===== src/rtl/lsu_pkg.sv =====
// lsu_pkg: shared types for the memory-stage load/store unit.
// Contents: FSM state enum, RV32I load/store funct3 codes, access-size decode helper.
// Funct3 bits [1:0] select the size (00 byte, 01 half, 1x word); bit 2 selects zero-extension.
package lsu_pkg;

  typedef enum logic [1:0] {
    IDLE = 2'd0,
    REQ  = 2'd1,
    RSP  = 2'd2,
    DONE = 2'd3
  } lsu_state_t;

  localparam logic [2:0] F3_B  = 3'b000;
  localparam logic [2:0] F3_H  = 3'b001;
  localparam logic [2:0] F3_W  = 3'b010;
  localparam logic [2:0] F3_BU = 3'b100;
  localparam logic [2:0] F3_HU = 3'b101;

  typedef enum logic [1:0] {
    SZ_B = 2'd0,
    SZ_H = 2'd1,
    SZ_W = 2'd2
  } lsu_size_t;

  // Undefined codes (011, 110, 111) all land on word size through bit 1.
  function automatic lsu_size_t f3_size(input logic [2:0] f3);
    case (f3[1:0])
      2'b00:   return SZ_B;
      2'b01:   return SZ_H;
      default: return SZ_W;
    endcase
  endfunction

endpackage


===== src/rtl/mem_stage_lsu_if.sv =====
// mem_stage_lsu_if: data-memory request/grant/response bundle.
// master (LSU) drives dmem_req/we/addr/wdata/be; slave (memory) drives dmem_gnt/rvalid/rdata.
// A request is accepted in the cycle dmem_req & dmem_gnt; load data returns later with dmem_rvalid.
interface mem_stage_lsu_if #(
  parameter int ADDR_WIDTH = 32
);
  logic                  dmem_req;
  logic                  dmem_we;
  logic [ADDR_WIDTH-1:0] dmem_addr;
  logic [31:0]           dmem_wdata;
  logic [3:0]            dmem_be;
  logic                  dmem_gnt;
  logic                  dmem_rvalid;
  logic [31:0]           dmem_rdata;

  modport master (
    output dmem_req, dmem_we, dmem_addr, dmem_wdata, dmem_be,
    input  dmem_gnt, dmem_rvalid, dmem_rdata
  );

  modport slave (
    input  dmem_req, dmem_we, dmem_addr, dmem_wdata, dmem_be,
    output dmem_gnt, dmem_rvalid, dmem_rdata
  );
endinterface


===== src/rtl/mem_stage_lsu_load_extend.sv =====
// load_extend: picks the addressed byte/half lane of a load word and sign/zero-extends it.
// Ports: funct3 (size/sign), addr_lo (byte offset), rdata (memory word) -> result (32-bit).
// Purely combinational; half-word lane uses addr_lo[1] only, word ignores the offset.
module load_extend
  import lsu_pkg::*;
(
  input  logic [2:0]  funct3,
  input  logic [1:0]  addr_lo,
  input  logic [31:0] rdata,
  output logic [31:0] result
);

  logic [31:0] byte_shift;
  logic [31:0] half_shift;
  logic        sext;

  always_comb begin
    byte_shift = rdata >> {addr_lo, 3'b000};
    half_shift = rdata >> {addr_lo[1], 4'b0000};
    sext       = ~funct3[2];
    case (f3_size(funct3))
      SZ_B:    result = {{24{sext & byte_shift[7]}}, byte_shift[7:0]};
      SZ_H:    result = {{16{sext & half_shift[15]}}, half_shift[15:0]};
      default: result = rdata;
    endcase
  end

endmodule


===== src/rtl/mem_stage_lsu.sv =====
// mem_stage_lsu: RV32I memory-stage LSU; turns MemReadM/MemWriteM/Funct3M into a dmem transaction.
// Ports: clk, rst_n, M-stage controls/address/store data in; StallM, ReadDataM, MisalignM out; dmem master.
// Optional macro LSU_MISALIGN_TRAP_EN: flag misaligned H/W accesses instead of masking the offset.
module mem_stage_lsu
  import lsu_pkg::*;
#(
  parameter int ADDR_WIDTH = 32
) (
  input  logic                  clk,
  input  logic                  rst_n,
  input  logic                  MemReadM,
  input  logic                  MemWriteM,
  input  logic [2:0]            Funct3M,
  input  logic [ADDR_WIDTH-1:0] ALUResultM,
  input  logic [31:0]           WriteDataM,
  output logic                  StallM,
  output logic [31:0]           ReadDataM,
  output logic                  MisalignM,
  mem_stage_lsu_if.master       dmem
);

  lsu_state_t  state, state_nxt;
  lsu_size_t   size;
  logic        access;
  logic        is_load;
  logic        misalign;
  logic        req;
  logic [1:0]  lo;
  logic [31:0] load_res;

  assign access  = MemReadM | MemWriteM;
  assign is_load = MemReadM;            // read wins when both are set
  assign size    = f3_size(Funct3M);
  assign lo      = ALUResultM[1:0];

`ifdef LSU_MISALIGN_TRAP_EN
  assign misalign = ((size == SZ_H) && lo[0]) || ((size == SZ_W) && (lo != 2'b00));
`else
  assign misalign = 1'b0;
`endif

  // Request fields are driven straight from the M-stage inputs; StallM freezes
  // the E/M register, so they stay stable for as long as dmem_req is held.
  always_comb begin
    dmem.dmem_addr = {ALUResultM[ADDR_WIDTH-1:2], 2'b00};
    dmem.dmem_we   = MemWriteM & ~MemReadM;
    case (size)
      SZ_B: begin
        dmem.dmem_be    = 4'b0001 << lo;
        dmem.dmem_wdata = {4{WriteDataM[7:0]}};
      end
      SZ_H: begin
        dmem.dmem_be    = 4'b0011 << {lo[1], 1'b0};
        dmem.dmem_wdata = {2{WriteDataM[15:0]}};
      end
      default: begin
        dmem.dmem_be    = 4'b1111;
        dmem.dmem_wdata = WriteDataM;
      end
    endcase
  end

  always_ff @(posedge clk or negedge rst_n) begin
    if (!rst_n) state <= IDLE;
    else        state <= state_nxt;
  end

  always_comb begin
    state_nxt = state;
    req       = 1'b0;
    case (state)
      IDLE, REQ: begin
        if (!access) begin
          state_nxt = IDLE;
        end else if (misalign) begin
          state_nxt = DONE;
        end else begin
          req = 1'b1;
          if (dmem.dmem_gnt) state_nxt = is_load ? RSP : DONE;
          else               state_nxt = REQ;
        end
      end
      RSP:     if (dmem.dmem_rvalid) state_nxt = DONE;
      DONE:    state_nxt = IDLE;
      default: state_nxt = IDLE;
    endcase
  end

  // Gated with rst_n so the request and stall drop the moment reset asserts,
  // even while the upstream stages still present an access.
  assign dmem.dmem_req = req & rst_n;
  assign StallM        = access & (state != DONE) & rst_n;

  load_extend u_load_extend (
    .funct3  (Funct3M),
    .addr_lo (lo),
    .rdata   (dmem.dmem_rdata),
    .result  (load_res)
  );

  always_ff @(posedge clk or negedge rst_n) begin
    if (!rst_n)                                 ReadDataM <= 32'h0;
    else if ((state == RSP) && dmem.dmem_rvalid) ReadDataM <= load_res;
  end

`ifdef LSU_MISALIGN_TRAP_EN
  // Set on the edge into DONE for a trapped access, so it pulses for exactly that cycle.
  always_ff @(posedge clk or negedge rst_n) begin
    if (!rst_n) MisalignM <= 1'b0;
    else        MisalignM <= ((state == IDLE) || (state == REQ)) & access & misalign;
  end
`else
  assign MisalignM = 1'b0;
`endif

endmodule


===== src/flat_wrapper.sv =====
// flat-port wrapper written by rule: the top's interface ports become plain ports
module mem_stage_lsu_flat import lsu_pkg::*;
#(
  parameter int ADDR_WIDTH = 32
)
  (clk, rst_n, MemReadM, MemWriteM, Funct3M, ALUResultM, WriteDataM, StallM, ReadDataM, MisalignM, dmem_dmem_req, dmem_dmem_we, dmem_dmem_addr, dmem_dmem_wdata, dmem_dmem_be, dmem_dmem_gnt, dmem_dmem_rvalid, dmem_dmem_rdata);
  mem_stage_lsu_if #(.ADDR_WIDTH(ADDR_WIDTH)) dmem_i ();
  input  logic clk;
  input  logic rst_n;
  input  logic MemReadM;
  input  logic MemWriteM;
  input  logic [2:0] Funct3M;
  input  logic [ADDR_WIDTH-1:0] ALUResultM;
  input  logic [31:0] WriteDataM;
  output logic StallM;
  output logic [31:0] ReadDataM;
  output logic MisalignM;
  output wire logic [$bits(dmem_i.dmem_req)-1:0] dmem_dmem_req;
  output wire logic [$bits(dmem_i.dmem_we)-1:0] dmem_dmem_we;
  output wire logic [$bits(dmem_i.dmem_addr)-1:0] dmem_dmem_addr;
  output wire logic [$bits(dmem_i.dmem_wdata)-1:0] dmem_dmem_wdata;
  output wire logic [$bits(dmem_i.dmem_be)-1:0] dmem_dmem_be;
  input wire logic [$bits(dmem_i.dmem_gnt)-1:0] dmem_dmem_gnt;
  input wire logic [$bits(dmem_i.dmem_rvalid)-1:0] dmem_dmem_rvalid;
  input wire logic [$bits(dmem_i.dmem_rdata)-1:0] dmem_dmem_rdata;
  assign dmem_dmem_req = dmem_i.dmem_req;
  assign dmem_dmem_we = dmem_i.dmem_we;
  assign dmem_dmem_addr = dmem_i.dmem_addr;
  assign dmem_dmem_wdata = dmem_i.dmem_wdata;
  assign dmem_dmem_be = dmem_i.dmem_be;
  assign dmem_i.dmem_gnt = dmem_dmem_gnt;
  assign dmem_i.dmem_rvalid = dmem_dmem_rvalid;
  assign dmem_i.dmem_rdata = dmem_dmem_rdata;
  mem_stage_lsu #(.ADDR_WIDTH(ADDR_WIDTH)) u_core (.clk(clk), .rst_n(rst_n), .MemReadM(MemReadM), .MemWriteM(MemWriteM), .Funct3M(Funct3M), .ALUResultM(ALUResultM), .WriteDataM(WriteDataM), .StallM(StallM), .ReadDataM(ReadDataM), .MisalignM(MisalignM), .dmem(dmem_i));
endmodule

===== config.mk =====
export PLATFORM = sky130hd
export DESIGN_NAME = mem_stage_lsu_flat
export DESIGN_NICKNAME = d
export VERILOG_FILES = /design/src/rtl/lsu_pkg.sv /design/src/rtl/mem_stage_lsu_if.sv /design/src/rtl/mem_stage_lsu_load_extend.sv /design/src/rtl/mem_stage_lsu.sv /design/src/flat_wrapper.sv
export SDC_FILE = /design/constraint.sdc
export NUM_CORES = 1
export LEC_CHECK = 0
export ABC_AREA = 1
export CAP_MARGIN = 20
export CORE_UTILIZATION = 35
export DETAILED_ROUTE_END_ITERATION = 16
export PLACE_DENSITY = 0.82
export SLEW_MARGIN = 0
export SYNTH_ARGS = -nofsm -noshare
export SYNTH_HDL_FRONTEND = slang
export SYNTH_SLANG_ARGS = --single-unit

===== constraint.sdc =====
create_clock -name clk -period 1.9 [get_ports clk]
set_input_delay 0.475 -clock clk [delete_from_list [all_inputs] [get_ports clk]]
set_output_delay 0.475 -clock clk [all_outputs]
set_load 0.05 [all_outputs]

# Word level (Yosys, flattened, before mapping)
# Cells that the tools add are included.
dict set report classes {
  eq_ne 7
  shift 4
  mux 11
  n_bitwise 9
  n_reduce_logical 5
}
# op n
set ops {}
lappend ops {{$pmux W32 S2} 2}
lappend ops {{$shr A32 B5 Y16} 1}
lappend ops {{$shr A32 B5 Y8} 1}
lappend ops {{$pmux W4 S2} 1}
lappend ops {{$and A1 B1 Y1} 6}
lappend ops {{$eq A2 B1 Y1 const B} 3}
lappend ops {{$logic_not A2 Y1} 3}
lappend ops {{$mux W2} 3}
lappend ops {{$pmux W2 S3} 1}
lappend ops {{$eq A2 B2 Y1 const B} 2}
lappend ops {{$ne A2 B2 Y1 const B} 2}
lappend ops {{$pmux W2 S2} 1}
lappend ops {{$shl A1 B2 Y4 const A} 1}
lappend ops {{$shl A2 B2 Y4 const A} 1}
lappend ops {{$mux W1} 3}
lappend ops {{$not A1 Y1} 2}
lappend ops {{$reduce_or A2 Y1} 1}
lappend ops {{$logic_and A1 B1 Y1} 1}
lappend ops {{$or A1 B1 Y1} 1}
dict set report totals {
  reg_bits 34
  in_bits 105
  output_inout_bits 104
  elab_cells 38
}

# Logic depth before layout (Yosys ltp)
# Gate-level depths: netlist of run 1.
dict set report logic_depth {
  word_depth 4
  ltp_mapped 10
  depth_no_buf 9
}

# Cells and area by module
# From an unflattened synthesis of run 1, not the netlist that was laid out.
dict set report unflattened {
  hier_cells 451
  hier_area_um2 3060.4
}
# module instances cells_each area_per_inst_um2
set by_module_without_submodules {}
lappend by_module_without_submodules {mem_stage_lsu 1 294 2187.1}
lappend by_module_without_submodules {load_extend 1 157 873.3}

# Worst setup path after synthesis of run 1
# Ideal clock, no wire load.
dict set report synth_path {
  path_type {input port to output port}
  startpoint {input Funct3M[1]}
  endpoint {output dmem_dmem_be[0]}
  arrival_ps 1556
  t_required_ps 1425
  slack_ps -131
  path_stages 4
  n_path_buf 2
  path_cell_list {buf_2 -> buf_2 -> nor2_1 -> nor2_1}
}
dict set report synth_via {
  elab_chain_len 4
}
# item line_no
set synth_rtl {}
lappend synth_rtl {{from (decl)} flat_wrapper.sv:12} ;# input logic [2:0] Funct3M;
lappend synth_rtl {{$eq A2 B1 Y1 or $logic_not A2 Y1 (tied branches)} lsu_pkg.sv:27} ;# case (f3[1:0])
lappend synth_rtl {{$pmux W2 S2 *} lsu_pkg.sv:27}
lappend synth_rtl {{$eq A2 B1 Y1 or $logic_not A2 Y1 (tied branches)} mem_stage_lsu.sv:47} ;# case (size)
lappend synth_rtl {{$pmux W4 S2 *} mem_stage_lsu.sv:47}
lappend synth_rtl {{to (decl)} flat_wrapper.sv:22} ;# output wire logic [$bits(dmem_i.dmem_be)-1:0] dmem_dmem_be;
# Mark *: on every way between the ends. The rest lies on a longest branch, timed or not.

# Final worst setup path of run 1
dict set report layout_path {
  startpoint {input WriteDataM[7]}
  endpoint {output dmem_dmem_wdata[31]}
}
dict set report layout_via {
  elab_chain_len 1
}
# item line_no
set layout_rtl {}
lappend layout_rtl {{from (decl)} flat_wrapper.sv:14} ;# input logic [31:0] WriteDataM;
lappend layout_rtl {{$pmux W32 S2} mem_stage_lsu.sv:47}
lappend layout_rtl {{to (decl)} flat_wrapper.sv:21} ;# output wire logic [$bits(dmem_i.dmem_wdata)-1:0] dmem_dmem_wdata;
# No other way between the ends.

==> results of run 1 <==
[per-stage QoR]
stage | power [uW] | hold WS, ns | setup slack, ns | setup TNS (ns)
final | 5820 | 0.305 | 0.0542 | 0
after global routing | 6110 | 0.336 | 0.00891 | 0
after CTS | 5840 | 0.293 | 0.00255 | 0
after detailed placement | 5120 | 0.473 | -0.324 | -13.38
after global placement | 5060 | 0.472 | -0.318 | -11.66
after floorplan | 3910 | 0.179 | -0.131 | -0.351
[cells by family after synthesis]
family          Yosys count  synth area share, %
other cells               1                0.132
simple gates            196                 30.1
compound gates           82                 18.2
buf+inv                 114                 21.7
flops                    34                 29.8
[per-layer routing]
layer	routed length, um	vias to the layer above
met4	443	0
met3	912	45
met1	3620	1433
li1	-	1534
met2	5340	150
met5	0	-
[state kept, by name (all words and copies together) (netlist names)]
register          flops
u_core.state          2
u_core.ReadDataM     32
[worst register-to-register path: cells and delay by family (launching register included)]
kind | cells | cell delay [ns]
compound gates | 1 | 0.15
buf+inv | 2 | 0.23
flops | 1 | 0.44
simple gates | 2 | 0.47
[power breakdown]
group          leakage (uW)  switching [uW]  internal, uW
Clock             0.0000573             270           420
Combinational       0.00204            2370          1450
Sequential         0.000388             225          1090
Total               0.00248            2870          2960
[worst paths after layout]
path | endpoint | slack (ns) | cells after the start
worst min register to register | u_core.ReadDataM[15] | 0.49 | 2
worst max register to register | u_core.ReadDataM[5] | 0.48 | 5
min in group clk | u_core.ReadDataM[15] | 0.49 | 2
worst max-delay path | dmem_dmem_wdata[31] | 0.05 | 4
worst min-delay path | u_core.ReadDataM[14] | 0.30 | 2
max in group asynchronous | u_core.ReadDataM[31] | 1.28 | 2
[cell usage after synthesis (all sizes together)]
master / instances / area [um^2]
a2bb2oi: 1 / 8.76
o21ai: 17 / 85.1
o211ai: 12 / 90.1
buf: 56 / 400
or2: 28 / 175
clkbuf: 7 / 26.3
a21boi: 12 / 90.1
nor2: 39 / 165
dfrtp: 34 / 851
inv: 51 / 191
nand3: 12 / 65.1
a21oi: 38 / 228
nand2: 117 / 454
o22a: 1 / 8.76
a22o: 1 / 8.76
conb: 1 / 3.75
[layout make-up]
| cell class | count | share of cell area, % |
|---|---|---|
| well taps | 102 | 2.64 |
| flip-flops and latches | 34 | 17.6 |
| inverters | 51 | 3.96 |
| clock buffers | 6 | 1.71 |
| multi-input cells | 281 | 31.3 |
| clock inverters | 1 | 0.621 |
| repair buffers | 181 | 42.2 |
[what timing repair did]
action                                  in CTS  in global routing
pin swaps                                    4                  2
gates resized for setup                     21                  9
setup buffers                                0                  1
endpoints found under the setup margin      31                 17
==> metrics.md, run 1 <==
| Metric | Value |
|---|---|
| Num CTS Buffers | `5` |
| H-tree Lvls | `2` |
| Final Cell Area | `4830 um^2` |
| Met2 Track Usage GR | `44.7%` |
| CTS sink cnt | `34` |
| Post-route insts no fill | `656` |
| Share of cells above drive strength 1 | `about a third` |
| GRT busiest layer | `met2` |
| Worst-Skew Late Latency | `0.29 ns` |
| Max cap viols | `0` |
| Pleak | `0.00248 uW` |
| Most common cell after layout, fill and taps aside | `nand2_1` |
| Drc violations | `0` |
| Vias/cell | `4.82` |
| Max Slew Vio Count | `0` |
| Hold Path Class | `in -> async` |
| Synth Area per Inst | `about 6.7 um^2` |
| VDD IR max | `685 uV` |
| Layout Utilization | `about three fifths` |
| PortBufs | `roughly 150` |
| Outcome | `finished clean` |
| Sequential-to-total area share from yosys stat | `29.8%` |
| Placeable Area | `between 7000 and 8000 um^2` |
| Initial Utilization | `36.5%` |
| CP cell instances | `clkdlybuf4s50_1 > nand2_1 > nand3_2 > buf_12` |
| Die footprint | `8510 um^2` |
| CP startpoint | `WriteDataM[7]` |
| Grt total ovfl | `0` |
| Rows | `32` |
| Die H | `92.3 um` |
| Nets | `659` |
| Placer congestion estimate | `between 0.8 and 0.9` |
| Final Hold Viols | `0` |
| Worst path max stage delay | `0.53 ns` |
| Synth Instances | `427` |
| Min cycle time layout | `1.85 ns` |
| Pwr Density | `1200 nW/um^2` |
| Peak Freq | `about 540 MHz` |
| Final worst-path cycle share | `approximately 100%` |
| I/O Pins | `209` |
| DP Wirelength | `just over 8000 um` |
| Placed cell area | `4660 um^2` |
| Placed Instances | `approximately 650` |
| Critical Path Source Type | `input port` |
| Initial antenna violation count | `0` |
| Synthesized area | `2850 um^2` |
| Cts hold-fix bufs | `0` |
| Critical path endpoint category | `output pin` |
| Clk slew on worst S/H paths | `0.08 ns` |
| Fill cells | `approximately 660` |
| Most frequent cells in the layout | `nand2_1, clkdlybuf4s50_1, buf_4, inv_1, buf_12` |
| Routed len/inst | `15.7 um` |
| First-pass GRT wire length | `16000 um` |
| CTS Buffer Depth | `2` |
| Slowest CP cell | `clkdlybuf4s50_1` |
| Met3 usage | `7.63%` |
| Crit-path max FO | `3` |
| Unique masters post-synth | `26` |
| Vias | `3162` |
| RSZ-0062 raised after global routing | `false` |
| Area of the multi-input gates | `1510 um^2` |
| CP delay by family, top | `buffers and inverters` |
| All-Layer GR Usage | `24.5%` |
| Final ANT Viol Nets | `0` |
| Area taken by flip-flops and latches | `851 um^2` |
| Req. time, crit path | `1.42 ns` |
| Met1 GRT Util | `25.5%` |
| Final wirelength | `10300 um` |
| Synth Register Bits | `34` |
| CP bufs+invs | `2` |
| Vias in the first global route | `3279` |
| Ys Warns | `0` |
| Crit path kind | `in -> out` |
| Drt pass-1 iters | `4` |
| Antenna cells | `0` |
| Clock root buffer | `clkbuf_8` |
| Final setup viols | `0` |
| Reg2Reg Launch Point | `u_core.state[1]` |
| Die width | `around 90 um` |
| Skew final | `0.00798 ns` |
| Starting DRT DRC Count | `251` |
| Worst EP arrival | `1.37 ns` |
| Layout overhead on the synthesized area | `69.5%` |
| CTS tree | `built` |
| Largest net degree at the start of global routing | `46` |
No activity file was read; power rests on OpenSTA's default activity.
==> inputs of run 2 (changes only) <==
MAX_ROUTING_LAYER = met4   (was default)
==> run 2 against run 1 <==
- global-route usage grew 1.2 points
- worst hold slack worse by 0.0023 ns
- cell count is 0.15% higher
- utilization is 0.43 points higher
- clock-buffer cell count is the same
- die area unchanged
- sequential cell count unchanged
- sequential share of layout area fell by 0.12 points
- combinational power about the same
- critical path type unchanged
- critical endpoint is now dmem_dmem_wdata[17]
==> metrics.md, run 2 (same netlist as run 1, synthesis figures left out) <==
| Metric | Value |
|---|---|
| Largest regs | `u_core.ReadDataM: 32 flops, u_core.state: 2 flops` |
| Die H | `92.3 um (unchanged)` |
| Rows | `32 (unchanged)` |
| NetSw | `2850 uW (-0.48%)` |
| Worst EP arrival | `1.37 ns (about the same)` |
| Placed Instances | `647 (-0.15%)` |
| VDD IR max | `605 uV (-12%)` |
| CTS tree | `built` |
| Routed len/inst | `15.9 um (+1.3%)` |
| Area of the multi-input gates | `1520 um^2 (+0.58%)` |
| Initial antenna violation count | `0 (unchanged)` |
| Starting DRT DRC Count | `161 (-36%)` |
| Final wirelength | `10500 um (+1.4%)` |
| Critical Path Source Type | `input port` |
| Clk slew on worst S/H paths | `0.07 ns (about the same)` |
| Grt total ovfl | `0 (unchanged)` |
| Initial Utilization | `36.5% (unchanged)` |
| Fill cells | `657 (-0.90%)` |
| Nets | `660 (+0.15%)` |
| Pwr Density | `1200 nW/um^2 (-0.65%)` |
| Area taken by flip-flops and latches | `851 um^2 (unchanged)` |
| CTS Buffer Depth | `2 (unchanged)` |
| Final Cell Area | `4870 um^2 (+0.70%)` |
| First-pass GRT wire length | `16400 um (+2.5%)` |
| I/O Pins | `209 (unchanged)` |
| Antenna cells | `0 (unchanged)` |
| PortBufs | `145 (unchanged)` |
| Switching Share | `48.9% (-0.25 points)` |
| Drt pass-1 iters | `4 (unchanged)` |
| Cts hold-fix bufs | `0 (unchanged)` |
| Power share of the sequential group | `22.5% (about the same)` |
| RSZ-0062 raised after global routing | `false` |
| Outcome | `finished clean` |
| Final ANT Viol Nets | `0 (unchanged)` |
| Placeable Area | `7810 um^2 (unchanged)` |
| CTS sink cnt | `34 (unchanged)` |
| Req. time, crit path | `1.42 ns (about the same)` |
| Pleak | `0.00250 uW (+0.64%)` |
| Vias in the first global route | `3321 (+1.3%)` |
| Skew final | `0.00704 ns (-0.000937 ns)` |
| Vias/cell | `4.87 (+0.95%)` |
| Share of cells above drive strength 1 | `35.9% (+1.2 points)` |
| Most common cell after layout, fill and taps aside | `nand2_1` |
| Clock root buffer | `clkbuf_8` |
| Min cycle time layout | `1.85 ns (-0.000436 ns)` |
| Clock share of power | `11.8% (about the same)` |
| Max reg flops | `32 (unchanged)` |
| Setup TNS | `0 ns (unchanged)` |
| Placer congestion estimate | `0.904 (+0.61%)` |
| Hold Worst Slack | `0.302 ns (-0.00234 ns)` |
| Max cap viols | `0 (unchanged)` |
| Peak Freq | `542 MHz (about the same)` |
| Worst-Skew Late Latency | `0.29 ns (about the same)` |
| Design Power | `5830 uW (about the same)` |
| Final setup viols | `0 (unchanged)` |
| Worst R2R Path Depth | `5 (unchanged)` |
| Reg with most FFs | `u_core.ReadDataM` |
| Critical path endpoint category | `output pin` |
| Largest net degree at the start of global routing | `46 (unchanged)` |
| Num CTS Buffers | `5 (unchanged)` |
| Final Hold Viols | `0 (unchanged)` |
| Crit-path max FO | `3 (unchanged)` |
| Vias | `3197 (+1.1%)` |
| H-tree Lvls | `2 (unchanged)` |
| Crit path kind | `in -> out` |
| Final worst-path cycle share | `97.1% (about the same)` |
| Pint | `2980 uW (+0.54%)` |
| DP Wirelength | `8200 um (+0.21%)` |
| Hold Path Class | `in -> async` |
| Post-route insts no fill | `657 (+0.15%)` |
| Placed cell area | `4650 um^2 (-0.16%)` |
| Layout overhead on the synthesized area | `70.7%` |
| All-Layer GR Usage | `25.8% (+1.2 points)` |
| Combinational share of power | `65.8% (+0.3 points)` |
| Max Slew Vio Count | `0 (unchanged)` |
| Die width | `92.3 um (unchanged)` |
| Drc violations | `0 (unchanged)` |
| Die footprint | `8510 um^2 (unchanged)` |
| Most frequent cells in the layout | `nand2_1, clkdlybuf4s50_1, buf_4, inv_1, buf_12` |
==> run 2: worst paths after layout <==
kind / start / end / slack, ns
max in group asynchronous: rst_n / u_core.ReadDataM[0] / 1.28
worst min register to register: u_core.ReadDataM[15] / u_core.ReadDataM[15] / 0.49
worst min-delay path: rst_n / u_core.ReadDataM[26] / 0.30
worst max register to register: u_core.state[1] / u_core.ReadDataM[11] / 0.55
worst max-delay path: WriteDataM[1] / dmem_dmem_wdata[17] / 0.05
min in group clk: u_core.ReadDataM[15] / u_core.ReadDataM[15] / 0.49
==> run 2: power by group through the flow <==
stage	Clock, uW	Sequential (uW)	Combinational [uW]
6_report	687	1310	3830
2_1_floorplan	0	2490	1420
4_1_cts	692	1310	3850
3_5_place_dp	0	1310	3790
3_3_place_gp	0	1300	3750
5_1_grt	728	1340	4040
==> run 2: timing repair <==
action | CTS | global route
resized for setup | 37 | 4
endpoints found under the hold margin | 0 | 0
buffers inserted | 3 | 0
pin swaps | 3 | 1
setup endpoints to repair | 31 | 18
cloned | 0 | 0
==> run 2: cell type report <==
cell class	instances	share of cell area (%)
timing repair buffer	182	42.4
inverter	51	3.93
multi-input combinational	281	31.3
clock inverter	1	0.617
tap	102	2.62
sequential	34	17.5
clock buffer	6	1.70
==> run 2: metal layers <==
| metal | track usage [%] | share of wire [%] |
|---|---|---|
| met5 | - | 0 |
| met4 | 12.4 | 4.3 |
| met3 | 6.14 | 8.8 |
| met2 | 45.8 | 52 |
| met1 | 26.6 | 35 |
==> run 2: per-stage QoR <==
stage	worst slack [ns]	util [%]
2_1_floorplan	-0.131	-
3_3_place_gp	-0.315	59.5
3_5_place_dp	-0.316	59.5
4_1_cts	0.00666	62.4
5_1_grt	0.00652	62.4
6_report	0.0547	62.4
==> run 2: critical path, stage by stage <==
cell and delay, ns:
clkdlybuf4s50_1 0.56, nand2_1 0.07, nand2_1 0.11, buf_12 0.15
